**config.mk**
```make
export PLATFORM = sky130hd
export DESIGN_NAME = score_keeper
export DESIGN_NICKNAME = d
export VERILOG_FILES = /design/src/rtl/score_keeper.sv
export SDC_FILE = /design/constraint.sdc
export NUM_CORES = 1
export LEC_CHECK = 0
export BUFFER_PORTS_ARGS = -buffer_cell sky130_fd_sc_hd__buf_4
export CORE_MARGIN = 3
export CORE_UTILIZATION = 30
export CTS_BUF_LIST = sky130_fd_sc_hd__clkbuf_2 sky130_fd_sc_hd__clkbuf_4 sky130_fd_sc_hd__clkbuf_8
export DETAILED_ROUTE_END_ITERATION = 16
export GPL_TIMING_DRIVEN = 0
export SLEW_MARGIN = 20
export SYNTH_ARGS = -nofsm -noshare
export SYNTH_HDL_FRONTEND = slang
export SYNTH_SLANG_ARGS = --single-unit
```
**constraint.sdc**
```tcl
create_clock -name frame_clk -period 11.96 [get_ports frame_clk]
set_clock_uncertainty 0.1 [all_clocks]
set_input_delay 0.598 -clock frame_clk [delete_from_list [all_inputs] [get_ports frame_clk]]
set_output_delay 0.598 -clock frame_clk [all_outputs]
set_load 0.05 [all_outputs]
```
**src/rtl/score_keeper.sv**
```systemverilog
`default_nettype none
// ============================================================================
//  Module   : score_keeper
//  Purpose  : Counts per-note hits and misses from the dropper array, tracks
//             score, combo and max combo, and runs the Idle/Play/Done song flow.
//  Revision : 1.0 - initial release
// ============================================================================
module score_keeper #(
    parameter int NUM_NOTES      = 64,
    parameter int POINTS_PER_HIT = 10,
    parameter int SCORE_MAX      = 9999,
    parameter int SONG_FRAMES    = 4096
) (
    input  logic                 frame_clk,
    input  logic                 Reset,
    input  logic [7:0]           keycode,
    input  logic [7:0]           keycode_second,
    input  logic [NUM_NOTES-1:0] score_vec,
    input  logic [NUM_NOTES-1:0] miss_vec,
    output logic [15:0]          score_bcd,
    output logic [11:0]          hit_count,
    output logic [11:0]          combo,
    output logic [11:0]          max_combo,
    output logic                 play_active,
    output logic                 game_over
);

    localparam int c_CNT_W = $clog2(NUM_NOTES + 1);
    localparam int c_TMR_W = (SONG_FRAMES > 1) ? $clog2(SONG_FRAMES) : 1;

    localparam logic [1:0] c_ST_IDLE = 2'd0;
    localparam logic [1:0] c_ST_PLAY = 2'd1;
    localparam logic [1:0] c_ST_DONE = 2'd2;

    localparam logic [c_TMR_W-1:0] c_TMR_LAST  = c_TMR_W'(SONG_FRAMES - 1);
    localparam logic [13:0]        c_SCORE_MAX = 14'(SCORE_MAX);

    logic [1:0]           r_state;
    logic [c_TMR_W-1:0]   r_timer;
    logic [NUM_NOTES-1:0] r_score_prev;
    logic [NUM_NOTES-1:0] r_miss_prev;
    logic [13:0]          r_score;
    logic [11:0]          r_hit_count;
    logic [11:0]          r_combo;
    logic [11:0]          r_max_combo;

    logic                 w_key_start;
    logic                 w_key_stop;
    logic [NUM_NOTES-1:0] w_hit_edge;
    logic [NUM_NOTES-1:0] w_miss_edge;
    logic [c_CNT_W-1:0]   w_h;
    logic [c_CNT_W-1:0]   w_m;
    logic [12:0]          w_hit_sum;
    logic [12:0]          w_combo_sum;
    logic [11:0]          w_hit_next;
    logic [11:0]          w_combo_next;
    logic [11:0]          w_max_next;
    logic [31:0]          w_score_sum;
    logic [13:0]          w_score_next;
    logic [29:0]          w_dd;

    assign w_key_start = (keycode == 8'h2c) || (keycode_second == 8'h2c);
    assign w_key_stop  = (keycode == 8'h01) || (keycode_second == 8'h01);

    assign w_hit_edge  = score_vec & ~r_score_prev;
    assign w_miss_edge = miss_vec & ~r_miss_prev;

    always_comb begin
        w_h = '0;
        w_m = '0;
        for (int i = 0; i < NUM_NOTES; i++) begin
            w_h = w_h + c_CNT_W'(w_hit_edge[i]);
            w_m = w_m + c_CNT_W'(w_miss_edge[i]);
        end
    end

    // Any miss this frame breaks the run, even if hits landed alongside it.
    assign w_hit_sum    = {1'b0, r_hit_count} + 13'(w_h);
    assign w_combo_sum  = {1'b0, r_combo} + 13'(w_h);
    assign w_hit_next   = w_hit_sum[12] ? 12'hFFF : w_hit_sum[11:0];
    assign w_combo_next = (w_m != '0) ? 12'd0 :
                          (w_combo_sum[12] ? 12'hFFF : w_combo_sum[11:0]);
    assign w_max_next   = (w_combo_next > r_max_combo) ? w_combo_next : r_max_combo;

    assign w_score_sum  = 32'(r_score) + 32'(w_h) * 32'(POINTS_PER_HIT);
    assign w_score_next = (w_score_sum > 32'(SCORE_MAX)) ? c_SCORE_MAX : w_score_sum[13:0];

    always_ff @(posedge frame_clk) begin
        if (Reset) begin
            r_state      <= c_ST_IDLE;
            r_timer      <= '0;
            r_score_prev <= '0;
            r_miss_prev  <= '0;
            r_score      <= '0;
            r_hit_count  <= '0;
            r_combo      <= '0;
            r_max_combo  <= '0;
        end else begin
            r_score_prev <= score_vec;
            r_miss_prev  <= miss_vec;
            case (r_state)
                c_ST_IDLE: begin
                    r_timer     <= '0;
                    r_score     <= '0;
                    r_hit_count <= '0;
                    r_combo     <= '0;
                    r_max_combo <= '0;
                    if (w_key_start) begin
                        r_state <= c_ST_PLAY;
                    end
                end
                c_ST_PLAY: begin
                    r_score     <= w_score_next;
                    r_hit_count <= w_hit_next;
                    r_combo     <= w_combo_next;
                    r_max_combo <= w_max_next;
                    if (r_timer == c_TMR_LAST) begin
                        r_state <= c_ST_DONE;
                    end else begin
                        r_timer <= r_timer + 1'b1;
                    end
                end
                c_ST_DONE: begin
                    if (w_key_stop) begin
                        r_state     <= c_ST_IDLE;
                        r_score     <= '0;
                        r_hit_count <= '0;
                        r_combo     <= '0;
                        r_max_combo <= '0;
                    end
                end
                default: begin
                    r_state <= c_ST_IDLE;
                end
            endcase
        end
    end

    // Shift-and-add-3 binary to BCD over the 14-bit score.
    always_comb begin
        w_dd = {16'b0, r_score};
        for (int i = 0; i < 14; i++) begin
            for (int d = 0; d < 4; d++) begin
                if (w_dd[14 + 4*d +: 4] >= 4'd5) begin
                    w_dd[14 + 4*d +: 4] = w_dd[14 + 4*d +: 4] + 4'd3;
                end
            end
            w_dd = w_dd << 1;
        end
    end

    assign score_bcd   = w_dd[29:14];
    assign hit_count   = r_hit_count;
    assign combo       = r_combo;
    assign max_combo   = r_max_combo;
    assign play_active = (r_state == c_ST_PLAY);
    assign game_over   = (r_state == c_ST_DONE);

endmodule
`default_nettype wire

```
==> flow_summary_export.csv <==
group,metric,value,unit
floorplanning,ioPinCount,200,
setup_path,cp_slowest_cell,"or4_1",
timing,max_freq,0.08956,GHz
floorplanning,die_x,233.8,um
route,vias_per_cell,4.857,
synth,synth_fp_nets,2129,
route,ant_nets,0,
synth,synth_top_area_share,24.69,%
synth,synthesis.area,15570,um2
synth,syn_inst,1769,
synth,ys_seq_area_share,24.69,%
final_layout,final_nets,2348,
setup_path,crit_fanout,10,
route,drt_iter0_markers,833,
route,post_drt_wl_per_cell,15.20,um
synth,netlist_top_cells_count,"203 x nor2b_1, 192 x dfxtp_1, 179 x inv_1, 131 x nor2_1, 112 x fa_1",
global_route,overflow,0,
global_route,grt_pass1_vias,12830,
synth,ys_warn_count,0,
min_path,min_path_type,"input pin to register",
floorplanning,start_util,30.72,%
synth,yosysTopAreaCell,"dfxtp_1",
setup_path,cp-start-kind,"register",
placed_design,pre_cts_ws,0.3279,ns
route,drc_errors,0,
clocking,clk_pin_slew,0.11,ns
global_route,grt_usage,14.97,%
clocking,clockBufferDepth,2,
setup_path,crit_required,11.26,ns
synth,synth_cell_types,118,
setup_path,crit_buf_inv,10,
timing,timing.final.crit_share,93.36,%
timing,finalSetupTns,0,ns
timing,min_period,11.17,ns
outcome,status,"finished, final reports clean",
timing,worst_pin_slew,0.7830,ns
setup_path,cp_common_cell,"ha_1",
global_route,grt_first_pass_wirelength,65810,um
floorplanning,die_y,233.8,um
route,dr.pass1.iters,5,
floorplanning,dieArea,54670,um2
timing,hold_viol,0,
synth,yosysMostFrequentCell,"nor2b_1",
clocking,cts_buffers,17,
floorplanning,core,50680,um2
floorplanning,rows,82,
global_route,grt_start_max_net_pins,19,
synth,synth_ff_type,"dfxtp_1",
synth,ys_async_sr_fraction,0,%
final_layout,fin_util,36.42,%
final_layout,syn2layout_area_growth,18.54,%
final_layout,drive_gt1_share,17.64,%
placed_design,hpwl,33190,um
route,wl,40650,um
placed_design,gp_congestion,0.8689,
clocking,cts-root-buf,"clkbuf_8",
timing,slew_headroom,47.80,%
placed_design,port_buffers,198,
setup_path,crit_arrival,10.47,ns
timing,setup_violations,0,
setup_path,worst-setup-path-type,"register to output port",
timing,fin_ws,0.7941,ns
timing,slew_violations,0,
setup_path,cp_slowest_stage_delay,0.40,ns
setup_path,endpoint_kind,"output port",
setup_path,crit_family,"compound AO/OA/AOI/OAI gates",
job,drv_cap,0,
clocking,cts_sinks,192,
clocking,insertion_delay,0.51,ns
clocking,cts_tree,"done",
synth,ys_ff_latch,192,
synth,syn_avg_cell_area,8.802,um2
global_route,antenna_found_initial,1,
route,via_count,12990,
clocking,h-tree-depth,4,
synth,synth-edff-count,0,
synth,yosys-top-cells-area,"dfxtp_1 25%, fa_1 14%, ha_1 8.2%",
[cells by family after synthesis]
kind of cell	Yosys count	share of synthesized area, %
simple gates	631	22.63
compound gates	408	19.07
buf+inv	253	6.381
fa+ha+maj	215	22.67
flops	192	24.69
xor+xnor	50	3.150
mux	20	1.414
[routing by layer]
metal | routed length, um | part of all wire [%] | track usage [%] | up-vias
met5 | 0 | 0 | 0 | -
met3 | 2708 | 6.7 | 4.009 | 40
li1 | - | - | - | 6467
met4 | 832 | 2.0 | 3.902 | 0
met2 | 19000 | 47 | 24.71 | 305
met1 | 18110 | 45 | 19.40 | 6175
[flip-flops by register name, indices dropped and copies added, names as in the netlist]
register      cells
r_state           2
r_timer          12
combo            12
hit_count        12
r_score_prev     64
r_score          14
r_miss_prev      64
max_combo        12
[path summary, 6_finish.rpt]
path	from	end	slack [ns]	cells past startpoint
setup reg to reg	r_score_prev[53]$_SDFF_PP0_	r_score[12]$_SDFFE_PP0P_	1.17	42
hold / removal	score_vec[28]	r_score_prev[28]$_SDFF_PP0_	0.20	2
hold reg to reg	hit_count[4]$_SDFFE_PP0P_	hit_count[4]$_SDFFE_PP0P_	0.39	2
setup / recovery	r_score[12]$_SDFFE_PP0P_	score_bcd[14]	0.79	53
[worst register-to-register path: cells and delay by family (launching register included)]
| family | cells | cell delay (ns) |
|---|---|---|
| adder cells (fa/ha/maj) | 13 | 5.97 |
| AO/OA/AOI/OAI | 11 | 1.92 |
| AND/OR/NAND/NOR | 8 | 1.52 |
| buffers and inverters | 8 | 0.44 |
| XOR/XNOR | 2 | 0.40 |
| flip-flops | 1 | 0.32 |
[stage by stage]
step / instance area, um2 / cells / hold WS (ns)
floorplan: 15570 / 1769 / 0.3711
global route: 18460 / 2674 / 0.1465
global placement: 17900 / 2639 / 0.3623
finish: 18460 / 2674 / 0.1998
detailed placement: 17900 / 2639 / 0.3749
CTS: 18330 / 2671 / 0.1471
[final cells by class]
class,count,area [um2]
sequential,192,3844
inverter,189,709.4
timing repair buffer,200,1501
fill,5250,32230
buffer,64,284.0
clock buffer,18,247.7
antenna,1,2.502
multi-input combinational,1324,10860
tap,672,840.8
clock inverter,14,165.2
[cell usage in the layout (no fill, tap or decap), types with 20 or more instances in the layout]
cell type / n
a21oi_1: 100
a22oi_1: 37
buf_4: 205
clkbuf_1: 49
dfxtp_1: 192
fa_1: 112
ha_1: 100
inv_1: 179
nand2_1: 61
nand2b_1: 83
nand3_1: 20
nor2_1: 130
nor2b_1: 203
nor3_1: 27
o21ai_0: 58
xnor2_1: 26
[timing repair]
action                                  in CTS  in global routing
hold buffers                                 0                  0
buffers inserted                             0                  2
endpoints found under the setup margin       5                 11
endpoints found under the hold margin        0                  0
pin swaps                                    0                  2
resized for setup                            4                 19
Power is not shown: default switching activity piles up to over one toggle a cycle in this logic, so the estimate is an artifact.
